File: config.mk
export PLATFORM = sky130hd
export DESIGN_NAME = pu_ia_ic_fill
export DESIGN_NICKNAME = d
export VERILOG_FILES = /design/src/rtl/pu_ia_ic_fill.sv
export SDC_FILE = /design/constraint.sdc
export NUM_CORES = 1
export LEC_CHECK = 0
export CORE_AREA = 2 2 115 117
export CTS_BUF_LIST = sky130_fd_sc_hd__clkbuf_8
export DETAILED_ROUTE_END_ITERATION = 10
export DIE_AREA = 0 0 117 119
export GPL_TIMING_DRIVEN = 0
export PLACE_DENSITY = 0.74
export SETUP_SLACK_MARGIN = 0.2
export SYNTH_ARGS = -nofsm -noshare
export SYNTH_HDL_FRONTEND = slang
export SYNTH_SLANG_ARGS = --single-unit
File: constraint.sdc
create_clock -name i_clk -period 4.8 [get_ports i_clk]
set_clock_uncertainty 0.15 [all_clocks]
set_input_delay 0.72 -clock i_clk [delete_from_list [all_inputs] [get_ports i_clk]]
set_output_delay 0.72 -clock i_clk [all_outputs]
set_load 0.02 [all_outputs]
File: src/rtl/pu_ia_ic_fill.sv
// Instruction-cache refill/invalidate controller: single-word miss refill over the system bus plus full-cache invalidate sweeps.
// Optional build macro PU_IC_FILL_INV_ON_RESET_EN: start with an invalidate sweep pending out of reset.
module pu_ia_ic_fill #(
    parameter int INDEX_W = 8,
    parameter int TAG_W   = 22,
    parameter int DATA_W  = 32,
    parameter int ADDR_W  = 32
) (
    input  logic               i_clk,
    input  logic               i_rst,
    input  logic               i_on,
    input  logic               i_miss_req,
    input  logic [ADDR_W-1:0]  i_miss_addr,
    output logic               o_miss_ack,
    output logic [DATA_W-1:0]  o_miss_data,
    output logic               o_miss_err,
    input  logic               i_inv_all,
    output logic               o_inv_busy,
    output logic               o_bus_req,
    output logic [ADDR_W-1:0]  o_bus_addr,
    input  logic               i_bus_rdy,
    input  logic [DATA_W-1:0]  i_bus_rd_data,
    input  logic               i_bus_err,
    output logic [INDEX_W-1:0] o_rw_index,
    output logic               o_wr_en,
    output logic [TAG_W-1:0]   o_wr_ptag,
    output logic               o_wr_valid,
    output logic [DATA_W-1:0]  o_wr_data
);

    typedef enum logic [2:0] {
        S_IDLE = 3'd0,
        S_BUS  = 3'd1,
        S_FILL = 3'd2,
        S_RESP = 3'd3,
        S_INV  = 3'd4
    } state_t;

`ifdef PU_IC_FILL_INV_ON_RESET_EN
    localparam logic C_PEND_RST = 1'b1;
`else
    localparam logic C_PEND_RST = 1'b0;
`endif
    localparam logic [INDEX_W-1:0] C_LAST      = {INDEX_W{1'b1}};
    localparam logic [INDEX_W-1:0] C_ONE       = {{(INDEX_W-1){1'b0}}, 1'b1};
    localparam logic [ADDR_W-1:0]  C_WORD_MASK = {{(ADDR_W-2){1'b1}}, 2'b00};

    state_t             r_state, w_next;
    logic               r_pend, w_pend_next;
    logic [INDEX_W-1:0] r_cnt, w_cnt_next;
    logic [TAG_W-1:0]   r_tag;
    logic [INDEX_W-1:0] r_index;

    logic               w_miss_ack, w_miss_err, w_inv_busy, w_bus_req;
    logic               w_wr_en, w_wr_valid;
    logic [DATA_W-1:0]  w_miss_data, w_wr_data;
    logic [ADDR_W-1:0]  w_bus_addr;
    logic [INDEX_W-1:0] w_rw_index;
    logic [TAG_W-1:0]   w_wr_ptag;

    // State register, pending-invalidate flag, sweep counter and latched miss line.
    always_ff @(posedge i_clk) begin
        if (i_rst) begin
            r_state <= S_IDLE;
            r_pend  <= C_PEND_RST;
            r_cnt   <= {INDEX_W{1'b0}};
            r_tag   <= {TAG_W{1'b0}};
            r_index <= {INDEX_W{1'b0}};
        end else begin
            r_state <= w_next;
            r_pend  <= w_pend_next;
            r_cnt   <= w_cnt_next;
            if (r_state == S_IDLE && w_next == S_BUS) begin
                r_tag   <= i_miss_addr[ADDR_W-1:INDEX_W+2];
                r_index <= i_miss_addr[INDEX_W+1:2];
            end
        end
    end

    // Next-state logic; a sweep request beats a miss in IDLE and is deferred while a miss is in flight.
    always_comb begin
        w_next      = r_state;
        w_pend_next = r_pend;
        w_cnt_next  = r_cnt;
        case (r_state)
            S_IDLE: begin
                if (i_inv_all || r_pend) begin
                    w_next      = S_INV;
                    w_pend_next = 1'b0;
                    w_cnt_next  = {INDEX_W{1'b0}};
                end else if (i_miss_req) begin
                    w_next = S_BUS;
                end else begin
                    w_next = S_IDLE;
                end
            end
            S_BUS: begin
                if (i_inv_all) begin
                    w_pend_next = 1'b1;
                end else begin
                    w_pend_next = r_pend;
                end
                if (i_bus_rdy) begin
                    w_next = (!i_bus_err && i_on) ? S_FILL : S_RESP;
                end else begin
                    w_next = S_BUS;
                end
            end
            S_FILL, S_RESP: begin
                if (i_inv_all) begin
                    w_pend_next = 1'b1;
                end else begin
                    w_pend_next = r_pend;
                end
                w_next = S_IDLE;
            end
            S_INV: begin
                w_cnt_next = r_cnt + C_ONE;
                if (r_cnt == C_LAST) begin
                    w_next = S_IDLE;
                end else begin
                    w_next = S_INV;
                end
            end
            default: begin
                w_next = S_IDLE;
            end
        endcase
    end

    // Output values for the coming cycle; array-side fields hold when no write is issued.
    always_comb begin
        w_bus_req   = (w_next == S_BUS);
        w_bus_addr  = o_bus_addr;
        w_miss_ack  = (w_next == S_FILL) || (w_next == S_RESP);
        w_miss_data = o_miss_data;
        w_miss_err  = (w_next == S_RESP) && i_bus_err;
        w_inv_busy  = (w_next == S_INV) || w_pend_next;
        w_wr_en     = (w_next == S_FILL) || (w_next == S_INV);
        w_wr_valid  = (w_next == S_FILL);
        w_rw_index  = o_rw_index;
        w_wr_ptag   = o_wr_ptag;
        w_wr_data   = o_wr_data;
        if (r_state == S_IDLE && w_next == S_BUS) begin
            w_bus_addr = i_miss_addr & C_WORD_MASK;
        end else begin
            w_bus_addr = o_bus_addr;
        end
        if (w_miss_ack) begin
            w_miss_data = i_bus_rd_data;
        end else begin
            w_miss_data = o_miss_data;
        end
        case (w_next)
            S_FILL: begin
                w_rw_index = r_index;
                w_wr_ptag  = r_tag;
                w_wr_data  = i_bus_rd_data;
            end
            S_INV: begin
                w_rw_index = w_cnt_next;
                w_wr_ptag  = {TAG_W{1'b0}};
                w_wr_data  = {DATA_W{1'b0}};
            end
            default: begin
                w_rw_index = o_rw_index;
                w_wr_ptag  = o_wr_ptag;
                w_wr_data  = o_wr_data;
            end
        endcase
    end

    // Output registers.
    always_ff @(posedge i_clk) begin
        if (i_rst) begin
            o_bus_req   <= 1'b0;
            o_bus_addr  <= {ADDR_W{1'b0}};
            o_miss_ack  <= 1'b0;
            o_miss_data <= {DATA_W{1'b0}};
            o_miss_err  <= 1'b0;
            o_inv_busy  <= C_PEND_RST;
            o_wr_en     <= 1'b0;
            o_wr_valid  <= 1'b0;
            o_rw_index  <= {INDEX_W{1'b0}};
            o_wr_ptag   <= {TAG_W{1'b0}};
            o_wr_data   <= {DATA_W{1'b0}};
        end else begin
            o_bus_req   <= w_bus_req;
            o_bus_addr  <= w_bus_addr;
            o_miss_ack  <= w_miss_ack;
            o_miss_data <= w_miss_data;
            o_miss_err  <= w_miss_err;
            o_inv_busy  <= w_inv_busy;
            o_wr_en     <= w_wr_en;
            o_wr_valid  <= w_wr_valid;
            o_rw_index  <= w_rw_index;
            o_wr_ptag   <= w_wr_ptag;
            o_wr_data   <= w_wr_data;
        end
    end

endmodule
[Word-level counts from Yosys, hierarchy flattened]
Cells that the tools add are included.
W data, S select, Z words.
Storage, ports and cells
  flip-flop bits (word level): 172
  bits of input ports: 71
  output and inout bits: 132
  word-level logic and storage cells: 51
Cells by class
  $add $sub $neg: 1
  equality and inequality tests: 9
  muxes and demuxes: 14
  reduce and logical (&&, ||, !) cells: 11
Operators by type and width (number)
  $pmux W32 S2: 1
  $pmux W22 S2: 1
  $pmux W8 S2: 2
  $eq A3 B2 Y1 const B: 4
  $pmux W3 S3: 1
  $add A8 B1 Y8 const B: 1
  $eq A8 B8 Y1 const B: 1
  $mux W8: 1
  $eq A3 B1 Y1 const B: 2
  $eq A3 B3 Y1 const B: 2
  $mux W3: 2
  $logic_or A1 B1 Y1: 4
  $mux W1: 4
  $logic_and A1 B1 Y1: 3
  $logic_not A3 Y1: 1
  $reduce_or A3 Y1: 1
  $mux W2: 1
  $pmux W1 S2: 1
  $reduce_bool A2 Y1: 1
  $logic_not A1 Y1: 1

[Depth between registers and ports, before layout]
Gate-level depths: netlist of the first run.
  depth after elaboration: 7
  depth in mapped cells: 8
  mapped depth without buffers: 5

[Worst setup path after synthesis of the first run]
Ideal clock, no wire load.
  kind: input -> register
  start point: input port i_inv_all
  end point: register o_wr_ptag[0]
  library setup time: 0.117 ns
  arrival: 1.808 ns
  data required time: 4.533 ns
  path slack: 2.725 ns
  stages: 6
  buffers on the path: 2
  cell sequence: nor2_1 a21boi_1 a211oi_2 buf_4 buf_6 a22o_1
On the way
  cells in the longest elaborated chain, start to end: 5
  elaborated cells on any way between the ends: 7
  classes of those cells: eq/ne: 2; mux: 3; reduce/logical: 2
RTL lines
  start, declared: line 17  | input logic i_inv_all,
  $logic_or A1 B1 Y1 *: line 87  | if (i_inv_all || r_pend) begin
  $mux W3 *: line 87
  $pmux W3 S3 *: line 85  | case (r_state)
  $eq A3 B3 Y1 or $eq A3 B2 Y1 (tied branches): line 154  | case (w_next)
  $pmux W22 S2 or $reduce_bool A2 Y1 (tied branches)
  end signal, assigned: line 185  | o_wr_ptag <= {TAG_W{1'b0}};
  end signal, assigned: line 197  | o_wr_ptag <= w_wr_ptag;
  end, declared: line 26  | output logic [TAG_W-1:0] o_wr_ptag,
Every way passes the cells marked *; elsewhere a longest branch is shown, timed or not.
A chain may end at the register's enable or synchronous reset.

[Worst setup path after layout of the first run]
  start point: input port i_bus_rdy
  end point: register o_wr_data[29]
On the way
  cells in the longest elaborated chain, start to end: 4
  elaborated cells on any way between the ends: 6
  classes of those cells: eq/ne: 2; mux: 3; reduce/logical: 1
RTL lines
  start, declared: line 21  | input logic i_bus_rdy,
  $mux W2 *: line 103  | if (i_bus_rdy) begin
  $pmux W3 S3 *: line 85
  $eq A3 B3 Y1 or $eq A3 B2 Y1 (tied branches): line 154
  $pmux W32 S2 or $reduce_bool A2 Y1 (tied branches)
  end signal, assigned: line 186  | o_wr_data <= {DATA_W{1'b0}};
  end signal, assigned: line 198  | o_wr_data <= w_wr_data;
  end, declared: line 28  | output logic [DATA_W-1:0] o_wr_data
Marks and branches as above.

==> metrics.md, run 1 <==
| Metric | Value |
|---|---|
| Detailed Route Iter0 Violations | `343` |
| Initial antenna violation count | `0` |
| M3 GR Usage | `9.771%` |
| GRT busiest layer | `met2` |
| Worst-Margin Slew | `878.8 ps` |
| PortBufs | `198` |
| Final HPWL from detailed placement | `11910 um` |
| Worst hold path class | `reg -> reg` |
| Worst path max stage delay | `530 ps` |
| Total Wirelength | `15890 um` |
| Library cells used by synthesis | `47` |
| Die height | `119 um` |
| CP Cell Sequence | `clkdlybuf4s50_1, and3b_1, nand2_1, nor2_1, buf_2, buf_1, a22o_1` |
| Clk Latency, worst-skew pair | `450 ps` |
| Setup Buffers After CTS | `0` |
| Simple-gate share of the synthesized area | `16.82%` |
| Overall routing resource usage | `22.72%` |
| Vias in the first global route | `4756` |
| Worst slew margin | `41.02%` |
| Fin. max-slew vios | `0` |
| Final TNS setup | `0 ps` |
| First-pass GRT wire length | `24270 um` |
| Ys flop type | `dfxtp_1` |
| Initial Util | `38.54%` |
| Power Dens Cells | `323.6 nW/um^2` |
| Layout Cells excl Fill | `953` |
| Drt wl/cell | `16.68 um` |
| Yosys top cell by area | `dfxtp_1` |
| Clk slew on worst S/H paths | `70 ps` |
| Area of the multi-input gates | `1911 sq um` |
| Die span in x | `117 um` |
| Post-synth ARST share | `0%` |
| Root Driver | `clkbuf_8` |
| Cells after synthesis | `546` |
| CP endpoint kind | `register` |
| Largest net degree at the start of global routing | `17` |
| IO Count | `203` |
| Hold_ws | `304.1 ps` |
| DRC viols | `0` |
| Maximum vdd ir drop | `0.1865 mV` |
| CP arrival | `2990 ps` |
| CP required | `5030 ps` |
| Fill cells | `1167` |
| Commonest cells in the netlist | `159 x nand2_1, 142 x dfxtp_1, 79 x a21oi_1` |
| Setup CP Type | `in -> reg` |
| Final worst path period need | `2756 ps` |
| Max Cap Viol | `0` |
| Syn. warnings | `0` |
| Die area | `13920 sq um` |
| GR Overflow Total | `0` |
| Hold_buf cts | `0` |
| Share of cells above drive strength 1 | `5.792%` |
| Post-CTS Resized | `0` |
| Ant. Diodes | `0` |
| Total number of vias | `4803` |
| Cell with the most instances after synthesis | `nand2_1` |
| Max FO, Critical Path | `10` |
| Layout area overhead | `52.40%` |
| Syn Std Cell Area | `4962 sq um` |
| Synthesized area per cell | `9.088 sq um` |
| RD Place Congestion | `0.8555` |
| Critical-path top delay cell | `clkdlybuf4s50_1` |
| Met1 Use GR | `26.02%` |
| Compound-Gate Fraction of Synth Area | `20.32%` |
| CTS tree | `yes` |
| Met2 usage | `38.08%` |
| Clock buffer depth | `2` |
| Lkg Pwr | `2.717 nW` |
| DR pass1 iterations | `5` |
| Reg area | `2843 sq um` |
| Final Hold Fails | `0` |
| Final period utilization | `57.42%` |
| Largest family of logic cells by synthesized area | `compound AO/OA/AOI/OAI gates` |
| Via density | `5.040` |
| H-tree Lvls | `4` |
| Multiplexer share of the synthesized area | `0.6051%` |
| Placed Instances | `921` |
| FMAX | `362.8 MHz` |
| Cts bufs inserted | `17` |
| Area share of fa/ha/maj cells after synthesis | `0.2521%` |
| Largest cells by area after synthesis | `dfxtp_1 57%, nand2_1 12%, a22o_1 8.5%` |
| Number of cell rows | `42` |
| Final Power | `2.447 mW` |
| Synth Area in XOR/XNOR | `0.3530%` |
| Setup-failing EPs final | `0` |
| Sequential cell area fraction in the yosys report | `57.29%` |
| Yosys top cell area share | `57.29%` |
| Synth Register Bits | `142` |
| Core ar. | `12870 sq um` |
| Final Net Count | `836` |
| ANT nets after route | `0` |
| Run status | `complete, no violations` |
| CP startpoint kind | `input pin` |
| Clock sink total | `142` |
| Number of synthesized flops with an enable pin | `0` |
| Unrepaired setup endpoints after global routing | `false` |
-- report_power, final --
group	total [mW]	internal, mW	switching, mW
sequential	1.23	1.21	0.0219
combinational	0.290	0.133	0.157
clock	0.927	0.499	0.428
-- metal layers --
layer	routed length [um]	share of wire, %	vias to the layer above
met3	1503	9.5	24
met1	6455	41	2282
met5	0	0	-
met2	7700	48	189
li1	-	-	2308
met4	234	1.5	0
-- worst max-delay path, delay by kind of cell --
kind            cells  cell delay (ps)
compound gates      1              210
simple gates        3              760
buf+inv             3             1300
-- worst paths after layout --
check | from | end | slack [ps] | cells past startpoint
worst max-delay path | i_bus_rdy | o_wr_data[29] | 2040 | 7
worst min-delay path | o_miss_data[29] | o_miss_data[29] | 300 | 2
worst max register to register | r_state[2] | o_wr_data[29] | 2150 | 7
worst min register to register | o_miss_data[29] | o_miss_data[29] | 300 | 2
-- per-stage QoR --
stage / instance area [sq um] / utilization, % / setup slack (ps)
global route: 7562 / 58.74 / 1974
CTS: 7562 / 58.74 / 2151
detailed placement: 7168 / 55.68 / 1674
finish: 7562 / 58.74 / 2044
floorplan: 4966 / - / 2725
global placement: 7168 / 55.68 / 1662
-- placed cells by master (no fill, tap or decap), types with 2 or more instances in the layout --
master / n
nand3_1: 4
nor3b_2: 2
clkbuf_1: 26
or3_1: 2
o21ai_1: 2
a211oi_1: 2
nand2_1: 159
a22o_1: 48
a21oi_1: 79
dfxtp_1: 142
mux2i_1: 3
clkinv_2: 2
clkdlybuf4s50_1: 198
o31ai_1: 2
inv_1: 10
a22oi_1: 2
buf_4: 4
a311oi_1: 3
or3b_1: 2
buf_2: 5
o21ai_0: 2
and3_1: 2
nand4_1: 2
nor3_1: 5
nor2_1: 15
conb_1: 2
clkbuf_8: 24
buf_6: 3
a221oi_1: 2
-- sequential cells by signal, summed over array words and instances (netlist names) --
| register | flops |
|---|---|
| o_miss_data | 32 |
| o_wr_data | 32 |
| o_wr_ptag | 22 |
| r_tag | 22 |
| o_rw_index | 8 |
| r_cnt | 8 |
| r_index | 7 |
| r_state | 3 |
| o_bus_addr | 1 |
| o_bus_req | 1 |
| o_inv_busy | 1 |
| o_miss_ack | 1 |
| o_miss_err | 1 |
| o_wr_en | 1 |
| o_wr_valid | 1 |
| r_pend | 1 |
-- cell type report --
type | instances | share of cell area, %
clock inverter | 8 | 0.8438
inverter | 6 | 0.2978
sequential | 142 | 37.59
timing repair buffer | 198 | 26.21
buffer | 39 | 2.515
multi-input combinational | 360 | 25.26
clock buffer | 24 | 4.368
tap | 176 | 2.912
-- cell families (layout without fill, tap and decap cells) --
kind of cell    Yosys count  after routing
compound gates          152            152
flops                   142            142
xor+xnor                  2              2
simple gates            200            200
mux                       3              3
fa+ha+maj                 1              1
other cells               1              2
buf+inv                  45            275
No activity file was read; power rests on OpenSTA's default activity.
==> inputs of run 2 (changes only) <==
==> constraint.sdc (replaced) <==
create_clock -name i_clk -period 2.65 [get_ports i_clk]
set_clock_uncertainty 0.15 [all_clocks]
set_input_delay 0.3975 -clock i_clk [delete_from_list [all_inputs] [get_ports i_clk]]
set_output_delay 0.3975 -clock i_clk [all_outputs]
set_load 0.02 [all_outputs]
==> run 2 against run 1 <==
Compared with the run above:
- register-to-register slack got worse by 1800 ps
- non-clock buffer count rose by 1
- final cell count rose by 0.10%
- hold slack improved by 0.54 ps
- critical endpoint is now o_wr_ptag[13]
- routed wire length fell by 0.22%
- first-iteration DRC count fell by 10%
- global-route usage did not move
- sequential share of layout area fell by 0.11 points
- worst setup slack got worse by 1700 ps
- sequential cell count did not move
- sequential power rose by 81%
- utilization rose by 0.17 points
==> metrics.md, run 2 (synthesis results as in run 1) <==
| Metric | Value |
|---|---|
| Drt wl/cell | `16.62 um (-0.32%)` |
| Via density | `5.038 (about the same)` |
| Reg2Reg Depth | `8 (+1)` |
| Initial antenna violation count | `0 (unchanged)` |
| Placed Instances | `921 (unchanged)` |
| Clk Latency, worst-skew pair | `450 ps (about the same)` |
| Die span in x | `117 um (unchanged)` |
| Maximum vdd ir drop | `0.3371 mV (+81%)` |
| Overall routing resource usage | `22.72% (unchanged)` |
| Final period utilization | `88.45%` |
| DRC viols | `0 (unchanged)` |
| Die height | `119 um (unchanged)` |
| PortBufs | `198 (unchanged)` |
| Fin. max-slew vios | `0 (unchanged)` |
| Worst-Margin Slew | `873.2 ps (-5.571 ps)` |
| RD Place Congestion | `0.8555 (unchanged)` |
| CP startpoint kind | `register` |
| Final TNS setup | `0 ps (unchanged)` |
| Largest net degree at the start of global routing | `17 (unchanged)` |
| Fill cells | `1168 (+0.086%)` |
| Commonest non-fill, non-tap cell in the layout | `clkdlybuf4s50_1` |
| FMAX | `426.7 MHz` |
| Final Hold Fails | `0 (unchanged)` |
| Share of cells above drive strength 1 | `6.298% (+0.51 points)` |
| R2R Setup Slk | `310 ps (-1840 ps)` |
| Power Dens Cells | `584.5 nW/um^2 (+81%)` |
| H-tree Lvls | `4 (unchanged)` |
| Clk slew on worst S/H paths | `70 ps (about the same)` |
| Lkg Pwr | `2.730 nW (+0.46%)` |
| Cts bufs inserted | `17 (unchanged)` |
| Terminus of the critical flop-to-flop path | `o_wr_ptag[13]` |
| Final worst path period need | `2344 ps` |
| Total Wirelength | `15860 um (-0.22%)` |
| Hold_ws | `304.7 ps (+0.5400 ps)` |
| Layout Cells excl Fill | `954 (+0.10%)` |
| ANT nets after route | `0 (unchanged)` |
| Final HPWL from detailed placement | `11910 um (unchanged)` |
| Vias in the first global route | `4756 (unchanged)` |
| Setup-failing EPs final | `0 (unchanged)` |
| First-pass GRT wire length | `24270 um (unchanged)` |
| Run status | `complete, no violations` |
| Clock buffer depth | `2 (unchanged)` |
| Core ar. | `12870 sq um (unchanged)` |
| Start point of the worst hold path | `o_miss_data[29]` |
| Final Net Count | `837 (+0.12%)` |
| Clock sink total | `142 (unchanged)` |
| Max Cap Viol | `0 (unchanged)` |
| DR pass1 iterations | `4 (-1)` |
| Initial Util | `38.54% (unchanged)` |
| Max FO, Critical Path | `10 (unchanged)` |
| Worst R2R Start | `r_cnt[0]` |
| Worst Hold End | `o_miss_data[29]` |
| CTS tree | `yes` |
| Layout area overhead | `52.85%` |
| GR Overflow Total | `0 (unchanged)` |
| Hold_buf cts | `0 (unchanged)` |
| Top Registers | `o_miss_data x32, o_wr_data x32` |
| CP arrival | `2570 ps (-420 ps)` |
| Die area | `13920 sq um (unchanged)` |
| Worst slew margin | `41.39% (+0.37 points)` |
| Hold path depth | `2 (unchanged)` |
| Total number of vias | `4806 (+0.062%)` |
| Root Driver | `clkbuf_8` |
| Unrepaired setup endpoints after global routing | `false` |
| Worst hold path class | `reg -> reg` |
| Detailed Route Iter0 Violations | `308 (-10%)` |
| Ant. Diodes | `0 (unchanged)` |
| Area of the multi-input gates | `1919 sq um (+0.46%)` |
| IO Count | `203 (unchanged)` |
| Reg area | `2843 sq um (unchanged)` |
| Setup CP Type | `reg -> reg` |
| CP required | `2880 ps (-2150 ps)` |
| Commonest non-fill, non-tap cells in the layout | `198 x clkdlybuf4s50_1, 159 x nand2_1, 142 x dfxtp_1` |
| Number of cell rows | `42 (unchanged)` |
| CP endpoint kind | `register` |
## run 2: where the power goes
group | switching (mW) | internal [mW] | leakage (nW)
logic | 0.285 | 0.245 | 1.36
clock network | 0.773 | 0.904 | 0.220
registers | 0.0394 | 2.19 | 1.15
total | 1.10 | 3.34 | 2.73
## run 2: stage by stage
| stage | setup slack, ps | area, sq um | utilization [%] | power [mW] |
|---|---|---|---|---|
| after floorplan | 614.1 | 4966 | - | 2.511 |
| after global placement | -165.6 | 7168 | 55.68 | 2.792 |
| after detailed placement | -153.5 | 7168 | 55.68 | 2.797 |
| after CTS | 243.0 | 7565 | 58.76 | 4.469 |
| after global routing | 204.3 | 7585 | 58.91 | 4.614 |
| final | 306.2 | 7585 | 58.91 | 4.433 |
## run 2: layout make-up
cell class                      count  area share [%]
Inverter                            6          0.2969
Buffer                             39           2.590
Timing Repair Buffer              199           26.23
Sequential cell                   142           37.48
Multi-Input combinational cell    360           25.31
Clock inverter                      8          0.8413
Tap cell                          176           2.903
Clock buffer                       24           4.355
## run 2: worst max-delay path by stage
stage / start / to / slack, ps / depth (start not counted)
final: r_cnt[0] / o_wr_ptag[13] / 310 / 8
after global routing: r_cnt[0] / o_wr_data[21] / 200 / 8
after CTS: r_state[2] / o_wr_data[30] / 240 / 7
after detailed placement: i_bus_rdy / o_wr_data[30] / -150 / 7
after global placement: i_bus_rdy / o_wr_data[24] / -170 / 7
after floorplan: r_cnt[0] / o_wr_data[19] / 610 / 8
## run 2: what timing repair did
item                       4_1_cts  5_1_grt
setup endpoints to repair       20       30
gates resized for setup          2        3
buffers inserted                 0        1
hold endpoints to repair         0        0
## run 2: worst max-delay path: stages, from the launching register on
cell and delay, ps:
dfxtp_1 380, ha_1 210, nand2_1 160, or3_1 390, buf_2 170, a211oi_2 300
buf_6 200, buf_6 160, a22o_1 150
## run 2: metal layers
metal,vias up,track usage [%],routed length (um)
li1,2306,-,-
met1,2274,26.02,6347
met2,204,38.08,7680
met3,22,9.771,1603
met4,0,6.912,226
met5,-,0,0
